===== src/rtl/i2s_audio_dac_transmitter_if.sv =====
// rtl/i2s_audio_dac_transmitter_if.sv - stereo sample handshake between sample source and I2S transmitter
interface i2s_audio_dac_transmitter_if #(
    parameter int w_sample = 16
);
    logic [w_sample-1:0] left;
    logic [w_sample-1:0] right;
    logic                sample_valid;
    logic                sample_ready;

    modport master (
        output left,
        output right,
        output sample_valid,
        input  sample_ready
    );

    modport slave (
        input  left,
        input  right,
        input  sample_valid,
        output sample_ready
    );
endinterface


===== src/rtl/i2s_audio_dac_transmitter.sv =====
// rtl/i2s_audio_dac_transmitter.sv - I2S master transmitter for a stereo DAC, Philips format, MSB first
module i2s_audio_dac_transmitter #(
    parameter int w_sample      = 16,
    parameter int slot_bits     = 32,
    parameter int bclk_half_div = 4
) (
    input  logic                          clk,
    input  logic                          rst,
    i2s_audio_dac_transmitter_if.slave    smp,
    output logic                          frame_start,
    output logic                          underflow,
    output logic                          bclk,
    output logic                          ws,
    output logic                          sd
);
    localparam int frame_len = 2 * slot_bits;
    localparam int pw        = $clog2(frame_len);
    localparam int dw        = $clog2(bclk_half_div);

    localparam logic [dw-1:0] div_max  = dw'(bclk_half_div - 1);
    localparam logic [pw-1:0] pos_max  = pw'(frame_len - 1);
    localparam logic [pw-1:0] slot_len = pw'(slot_bits);
    localparam logic [pw-1:0] w_len    = pw'(w_sample);

    logic [dw-1:0]       div_cnt;
    logic [pw-1:0]       pos;
    logic                full;
    logic [w_sample-1:0] hold_l;
    logic [w_sample-1:0] hold_r;
    logic [w_sample-1:0] frame_l;
    logic [w_sample-1:0] frame_r;

    logic                fall_evt;
    logic                load_evt;
    logic                accept;
    logic [pw-1:0]       pos_next;
    logic [pw-1:0]       slot_pos;
    logic [pw-1:0]       bit_idx;
    logic [w_sample-1:0] slot_word;
    logic [w_sample-1:0] bit_mask;
    logic                ws_next;
    logic                sd_next;

    // Ready is forced low during reset so nothing is accepted into a register being cleared.
    assign smp.sample_ready = !full && !rst;
    assign accept           = smp.sample_valid && smp.sample_ready;
    assign fall_evt         = (div_cnt == div_max) && bclk;
    assign load_evt         = fall_evt && (pos_next == '0);

    // Next frame position and the ws/sd values to present after the coming BCLK fall.
    always_comb begin
        pos_next  = (pos == pos_max) ? '0 : pos + 1'b1;
        ws_next   = (pos_next >= slot_len);
        slot_pos  = ws_next ? (pos_next - slot_len) : pos_next;
        bit_idx   = w_len - slot_pos;
        slot_word = ws_next ? frame_r : frame_l;
        bit_mask  = w_sample'(1) << bit_idx;
        sd_next   = 1'b0;
        if ((slot_pos != '0) && (slot_pos <= w_len)) begin
            sd_next = |(slot_word & bit_mask);
        end
    end

    // BCLK divider: toggle bclk every bclk_half_div clk cycles.
    always_ff @(posedge clk) begin
        if (rst) begin
            div_cnt <= '0;
            bclk    <= 1'b0;
        end else if (div_cnt == div_max) begin
            div_cnt <= '0;
            bclk    <= !bclk;
        end else begin
            div_cnt <= div_cnt + 1'b1;
        end
    end

    // Serialiser: ws/sd and frame position only move on BCLK falls; frame data reloads at position 0.
    always_ff @(posedge clk) begin
        if (rst) begin
            pos     <= pos_max;
            ws      <= 1'b0;
            sd      <= 1'b0;
            frame_l <= '0;
            frame_r <= '0;
        end else if (fall_evt) begin
            pos <= pos_next;
            ws  <= ws_next;
            sd  <= sd_next;
            if (load_evt) begin
                frame_l <= full ? hold_l : '0;
                frame_r <= full ? hold_r : '0;
            end
        end
    end

    // One-entry holding register; a sample accepted during an empty load waits for the next frame.
    always_ff @(posedge clk) begin
        if (rst) begin
            full   <= 1'b0;
            hold_l <= '0;
            hold_r <= '0;
        end else if (accept) begin
            full   <= 1'b1;
            hold_l <= smp.left;
            hold_r <= smp.right;
        end else if (load_evt && full) begin
            full <= 1'b0;
        end
    end

    // Frame status pulses, one cycle after the loading fall.
    always_ff @(posedge clk) begin
        if (rst) begin
            frame_start <= 1'b0;
            underflow   <= 1'b0;
        end else begin
            frame_start <= load_evt;
            underflow   <= load_evt && !full;
        end
    end
endmodule


===== src/flat_wrapper.sv =====
// flat-port wrapper written by rule: the top's interface ports become plain ports
module i2s_audio_dac_transmitter_flat 
#(
    parameter int w_sample      = 16,
    parameter int slot_bits     = 32,
    parameter int bclk_half_div = 4
)
  (clk, rst, frame_start, underflow, bclk, ws, sd, smp_left, smp_right, smp_sample_valid, smp_sample_ready);
  i2s_audio_dac_transmitter_if #(.w_sample(w_sample)) smp_i ();
  input  logic clk;
  input  logic rst;
  output logic frame_start;
  output logic underflow;
  output logic bclk;
  output logic ws;
  output logic sd;
  input wire logic [$bits(smp_i.left)-1:0] smp_left;
  input wire logic [$bits(smp_i.right)-1:0] smp_right;
  input wire logic [$bits(smp_i.sample_valid)-1:0] smp_sample_valid;
  output wire logic [$bits(smp_i.sample_ready)-1:0] smp_sample_ready;
  assign smp_i.left = smp_left;
  assign smp_i.right = smp_right;
  assign smp_i.sample_valid = smp_sample_valid;
  assign smp_sample_ready = smp_i.sample_ready;
  i2s_audio_dac_transmitter #(.w_sample(w_sample), .slot_bits(slot_bits), .bclk_half_div(bclk_half_div)) u_core (.clk(clk), .rst(rst), .smp(smp_i), .frame_start(frame_start), .underflow(underflow), .bclk(bclk), .ws(ws), .sd(sd));
endmodule

===== config.mk =====
export PLATFORM = sky130hd
export DESIGN_NAME = i2s_audio_dac_transmitter_flat
export DESIGN_NICKNAME = d
export VERILOG_FILES = /design/src/rtl/i2s_audio_dac_transmitter_if.sv /design/src/rtl/i2s_audio_dac_transmitter.sv /design/src/flat_wrapper.sv
export SDC_FILE = /design/constraint.sdc
export NUM_CORES = 1
export LEC_CHECK = 0
export CAP_MARGIN = 10
export CORE_MARGIN = 3
export CORE_UTILIZATION = 45
export DETAILED_ROUTE_END_ITERATION = 10
export HOLD_SLACK_MARGIN = 0.12
export PLACE_DENSITY = 0.67
export RECOVER_POWER = 50
export SETUP_SLACK_MARGIN = 0.5
export SLEW_MARGIN = 20
export SYNTH_ARGS = -nofsm -noshare
export SYNTH_HDL_FRONTEND = slang
export SYNTH_SLANG_ARGS = --single-unit

===== constraint.sdc =====
create_clock -name clk -period 3.1 [get_ports clk]
set_clock_uncertainty 0.05 [all_clocks]
set_input_delay 0.465 -clock clk [delete_from_list [all_inputs] [get_ports clk]]
set_output_delay 0.465 -clock clk [all_outputs]
set_load 0.005 [all_outputs]

== After elaboration in Yosys (flattened, before gate mapping) ==
Index checks and enable logic that the tools add are counted.

* Register bits after elaboration: 78
* Output and inout bits: 6
* ROM bits: 0
* Bits of input ports: 35
* Memories kept: 0
* Latch bits: 0
* Logic and storage cells: 46
* RAM bits: 0

* Shifts and indexed selects: 1
* Equality and inequality tests: 2
* Bitwise operators: 1
* Multiply operators: 0
* Reductions and logical operators: 16
* Muxes and demuxes: 8
* $lt $le $gt $ge: 2
* Add/subtract/negate cells: 4
* Div/mod/pow operators: 0

{| class="wikitable"
|+ Operators with widths
! kind !! count
|-
| 16-bit two-way mux || 3
|-
| 16-bit AND || 1
|-
| 16-bit OR reduction || 1
|-
| 1-bit by 6-bit left shift with 16-bit output (first input constant) || 1
|-
| 6-bit two-way mux || 2
|-
| 1-bit logical AND || 7
|-
| 6-bit by 1-bit adder with 6-bit output (second input constant) || 1
|-
| 6-bit == test (second input constant) || 1
|-
| 6-bit greater-or-equal comparator (second input constant) || 1
|-
| 6-bit by 5-bit <= comparator with 1-bit output (second input constant) || 1
|-
| 6-bit zero test || 1
|-
| 6-bit nonzero test || 1
|-
| 5-bit by 6-bit subtractor with 6-bit output (first input constant) || 1
|-
| 6-bit subtractor (second input constant) || 1
|-
| 1-bit zero test || 3
|-
| 1-bit two-way mux || 3
|-
| 2-bit by 1-bit adder with 2-bit output (second input constant) || 1
|-
| 2-bit == test (second input constant) || 1
|-
| 2-bit AND reduction || 1
|-
| 2-bit nonzero test || 1
|-
| 2-bit OR reduction || 1
|}

== Depth between registers and ports, before layout ==
* Word-level depth: 9
* Mapped depth: 11
* Mapped depth without buffers: 8

== Worst setup path after synthesis ==
Ideal clock, no wire load.

* Path kind: reg2reg
* Start point: reg u_core.pos[1]
* End point: reg u_core.sd
* Period minus slack after synthesis: 2.353 ns
* Path buffers: 2
* Cell stages (with the launch flop): 11
* Slack: 0.747 ns
* Required time: 2.934 ns
* Data arrival time: 2.187 ns
* Cell sequence: dfxtp_1 -> ha_1 -> buf_2 -> a21o_1 -> a21boi_2 -> o21bai_1 -> buf_6 -> mux4_2 -> nand4_1 -> nand4_1 -> o211a_1

* Longest elaborated chain between the ends: 9
* Elaborated cells between the ends (all ways): 15
* Those cells by class: add/sub: 3; order compare: 2; eq/ne: 1; shift: 1; mux: 4; bitwise: 1; reduce/logical: 3

{| class="wikitable"
|+ RTL lines
! element !! line !! RTL
|-
| start: declaration || i2s_audio_dac_transmitter.sv:26 || <nowiki>logic [pw-1:0] pos;</nowiki>
|-
| start signal: assignment || i2s_audio_dac_transmitter.sv:80 || <nowiki>pos <= pos_max;</nowiki>
|-
| start signal: assignment || i2s_audio_dac_transmitter.sv:86 || <nowiki>pos <= pos_next;</nowiki>
|-
| 6-bit by 1-bit adder with 6-bit output / 6-bit == test (equally long branches) || i2s_audio_dac_transmitter.sv:52 || <nowiki>pos_next = (pos == pos_max) ? '0 : pos + 1'b1;</nowiki>
|-
| 6-bit two-way mux * || i2s_audio_dac_transmitter.sv:52 ||
|-
| 6-bit subtractor / 6-bit greater-or-equal comparator (equally long branches) || i2s_audio_dac_transmitter.sv:54, i2s_audio_dac_transmitter.sv:53 ||
|-
| 6-bit two-way mux || i2s_audio_dac_transmitter.sv:54 || <nowiki>slot_pos = ws_next ? (pos_next - slot_len) : pos_next;</nowiki>
|-
| 5-bit by 6-bit subtractor with 6-bit output || i2s_audio_dac_transmitter.sv:55 || <nowiki>bit_idx = w_len - slot_pos;</nowiki>
|-
| 1-bit by 6-bit left shift with 16-bit output || i2s_audio_dac_transmitter.sv:57 || <nowiki>bit_mask = w_sample'(1) << bit_idx;</nowiki>
|-
| 16-bit AND || i2s_audio_dac_transmitter.sv:60 || <nowiki>sd_next = |(slot_word & bit_mask);</nowiki>
|-
| 16-bit OR reduction || i2s_audio_dac_transmitter.sv:60 ||
|-
| 1-bit two-way mux * || i2s_audio_dac_transmitter.sv:59 || <nowiki>if ((slot_pos != '0) && (slot_pos <= w_len)) begin</nowiki>
|-
| end signal: assignment || i2s_audio_dac_transmitter.sv:88 || <nowiki>sd <= sd_next;</nowiki>
|-
| end: declaration || i2s_audio_dac_transmitter.sv:14 || <nowiki>output logic sd</nowiki>
|}

Every way passes the cells marked *; elsewhere a longest branch is shown, timed or not.
A chain may end at the register's enable or synchronous reset.

==> results.sh <==
export IMPL_slowest_delay_ps=1270
export IMPL_clkPwrFrac_pct=37.6
export IMPL_r2r_start="u_core.pos[0]$_SDFFE_PP1P_"
export IMPL_area_delta_synth_final_pct=18.8
export IMPL_layout_cells_non_filler=542
export IMPL_synthTopCellsByCount="nand2_1, dfxtp_1, a21oi_1"
export IMPL_drt_wl_total_um=7410
export IMPL_htree_levels=3
export IMPL_crit_fanout=40
export IMPL_vias_per_cell=5.35
export IMPL_drv_slew=41
export IMPL_drtPass1Iterations=4
export IMPL_clk_pin_slew_ps=70
export IMPL_dr_first_iter_drc_count=132
export IMPL_rsz0062_at_grt="true"
export IMPL_place_ws_ps=282
export IMPL_tritoncts="done"
export IMPL_ios=41
export IMPL_antenna_cells=0
export IMPL_clk_latency_ps=350
export IMPL_netSwitchingFraction_pct=23.3
export IMPL_worstHoldPathType="reg -> reg"
export IMPL_critPathCaptureType="register"
export IMPL_cellLeakagePower_uw=0.00142
export IMPL_power_per_cell_area_nw_per_um2=488
export IMPL_min_period_ps=2570
export IMPL_routabilityCongestion=0.885
export IMPL_cp_start_kind="input port"
export IMPL_ys_seq_elements=78
export IMPL_die_area_um2=8600
export IMPL_r2r_cells=9
export IMPL_dp_cells=528
export IMPL_synth_top_area_cell="dfxtp_1"
export IMPL_yosys_most_used_dff="dfxtp_1"
export IMPL_ys_top_cells_by_area="dfxtp_1, nand2_1, a21oi_1"
export IMPL_grt_max_degree=66
export IMPL_drive_gt1_share_pct=9.19
export IMPL_path_cells="dlygate4sd3_1 -> clkbuf_1 -> o41ai_1 -> o211a_1"
export IMPL_antenna_found_initial=0
export IMPL_track_usage_pct=18.3
export IMPL_cpMaxStageDelayCell="clkbuf_1"
export IMPL_fp_dieH_um=92.7
export IMPL_worstPathRequired_ps=3290
export IMPL_arrival_ps=2760
export IMPL_grt_pass1_vias=2750
export IMPL_reg2reg_to="u_core.frame_l[15]$_SDFFE_PP0P_"
export IMPL_worstHoldPathCells=1
export IMPL_ant_nets=0
export IMPL_io_buffers=40
export IMPL_critPathKind="in -> reg"
export IMPL_grt_pass1_wl_um=12600
export IMPL_switchingPower_uw=458
export IMPL_maxCapViolations=1
export IMPL_place_area_um2=3820
export IMPL_synthCells=418
export IMPL_final_area_um2=4020
export IMPL_synthMostInstantiatedCell="nand2_1"
export IMPL_setup_viol=0
export IMPL_vias=2899
export IMPL_row_count=30
export IMPL_worstHoldStart="u_core.div_cnt[0]$_SDFF_PP0_"
export IMPL_wl_per_cell_um=13.7
export IMPL_dp_hpwl_um=5200
export IMPL_avgSynthCellArea_um2=8.10
export IMPL_grt_overflow=0
export IMPL_core_area_um2=7060
export IMPL_fin_util_pct=57.0
export IMPL_start_util_pct=48.0
export IMPL_yosysWarnings=0
export IMPL_post_route_drc_count=0
export IMPL_fillers=683
export IMPL_synthArstFlopShare_pct=0
export IMPL_finalHoldViolCount=0
export IMPL_finalSetupTns_ps=0
export IMPL_synth_seq_area_share_pct=46.1
export IMPL_relSlewSlack_pct=-15.9
export IMPL_combPwrFrac_pct=8.2
export IMPL_dieWidth_um=92.7
export IMPL_worst_pin_slew_ps=1740
export IMPL_cp_startpoint="rst"
export IMPL_cp_top_family="buffers and inverters"
export IMPL_min_to="u_core.div_cnt[0]$_SDFF_PP0_"
export IMPL_yosysTopAreaCellShare_pct=46.1
export IMPL_violations="capacitance limit, slew limit"
export IMPL_nNetsFinal=481
export IMPL_cts_root_buffer="clkbuf_8"
export IMPL_fmax_mhz=390
export IMPL_clock_sinks=78
export IMPL_seqPwrFrac_pct=54.2
export IMPL_cts_inserted_buffers=9
export IMPL_path_buf_inv=2
export IMPL_internal_power_uw=1510
export IMPL_yosysUniqueCellTypes=46
export IMPL_period_share_pct=82.8
export IMPL_r2r_slack_ps=560
export IMPL_status="finished with violations"
export IMPL_syn_area_um2=3380
export IMPL_clockBufferDepth=2
export IMPL_timing_final_ws_setup_ps=534
export IMPL_syn_num_nets=456
export IMPL_vdd_ir_drop_max_mv=0.349
export IMPL_seq_area_um2=1560
export IMPL_synth_edff_count=0
export IMPL_multi_input_area_um2=1640
-- registers in the layout, indices dropped and copies added, names as in the netlist, 2 cells and up --
register and flops:
u_core.hold_r 16, u_core.hold_l 16, u_core.frame_r 16, u_core.frame_l 16, u_core.div_cnt 2, u_core.pos 6
-- stage by stage --
stage,hold WS (ps),total power (µW)
floorplan,354,1180
global route,425,2050
detailed placement,377,1250
finish,385,1960
global placement,362,1250
CTS,387,1980
-- kinds of logic after synthesis --
family | after synthesis | synth area share (%)
flip-flops | 78 | 46.1
AO/OA/AOI/OAI | 104 | 17.9
adder cells (fa/ha/maj) | 3 | 1.11
buffers and inverters | 41 | 5.99
XOR/XNOR | 5 | 1.29
AND/OR/NAND/NOR | 180 | 23.3
multiplexers | 7 | 4.29
-- layer usage --
layer | vias up | global-route usage (%) | share of wire [%]
li1 | 1496 | - | -
met1 | 1309 | 23.5 | 46
met2 | 79 | 28.5 | 45
met3 | 15 | 5.69 | 6.1
met4 | 0 | 7.45 | 2.1
met5 | - | 0 | 0
-- what timing repair did --
action	CTS	global route
setup buffers	0	0
endpoints found under the setup margin	35	35
hold buffers	0	0
gates resized for setup	3	5
-- how the worst max path moves through the flow --
| stage | to | cells past startpoint |
|---|---|---|
| after floorplan | u_core.sd$_SDFFE_PP0P_ | 10 |
| after global placement | u_core.sd$_SDFFE_PP0P_ | 7 |
| after detailed placement | u_core.sd$_SDFFE_PP0P_ | 7 |
| after CTS | u_core.frame_l[7]$_SDFFE_PP0P_ | 9 |
| after global routing | u_core.frame_l[7]$_SDFFE_PP0P_ | 9 |
| final | u_core.sd$_SDFFE_PP0P_ | 4 |
-- power by group through the flow --
stage | clock [µW] | combinational, µW | sequential (µW)
after floorplan | 0 | 95.9 | 1080
after global placement | 0 | 161 | 1090
after detailed placement | 0 | 163 | 1090
after CTS | 757 | 164 | 1060
after global routing | 801 | 183 | 1070
final | 738 | 162 | 1060
-- layout by cell type, fill, tap and decap left out, drive strengths merged, types with 4 or more instances in the layout --
cell type      netlist  layout
nand3               40      40
buf                 15      10
mux4                 6       6
clkdlybuf4s50        0      35
dfxtp               78      78
clkbuf              23      13
dlygate4sd3          0       5
nor2                 9       9
nand4                4       4
xnor2                4       4
nor3                 4       4
o21ai               38      38
nand2              111     111
a21oi               42      42
-- worst register-to-register path: cells and delay by family (launching register included) --
family	cells	cell delay, ps
buffers and inverters	1	250
DFF	1	420
AOI/OAI and AO/OA	2	480
and+or+nand+nor	5	900
adders and majority gates	1	330
-- cell type report --
cell class	count	share of cell area [%]
Tap cell	96	2.99
Timing Repair Buffer	52	12.4
Inverter	3	0.280
Sequential cell	78	38.9
Clock inverter	3	1.15
Clock buffer	11	3.52
Multi-Input combinational cell	299	40.7
Power figures use the tool's default switching activity.
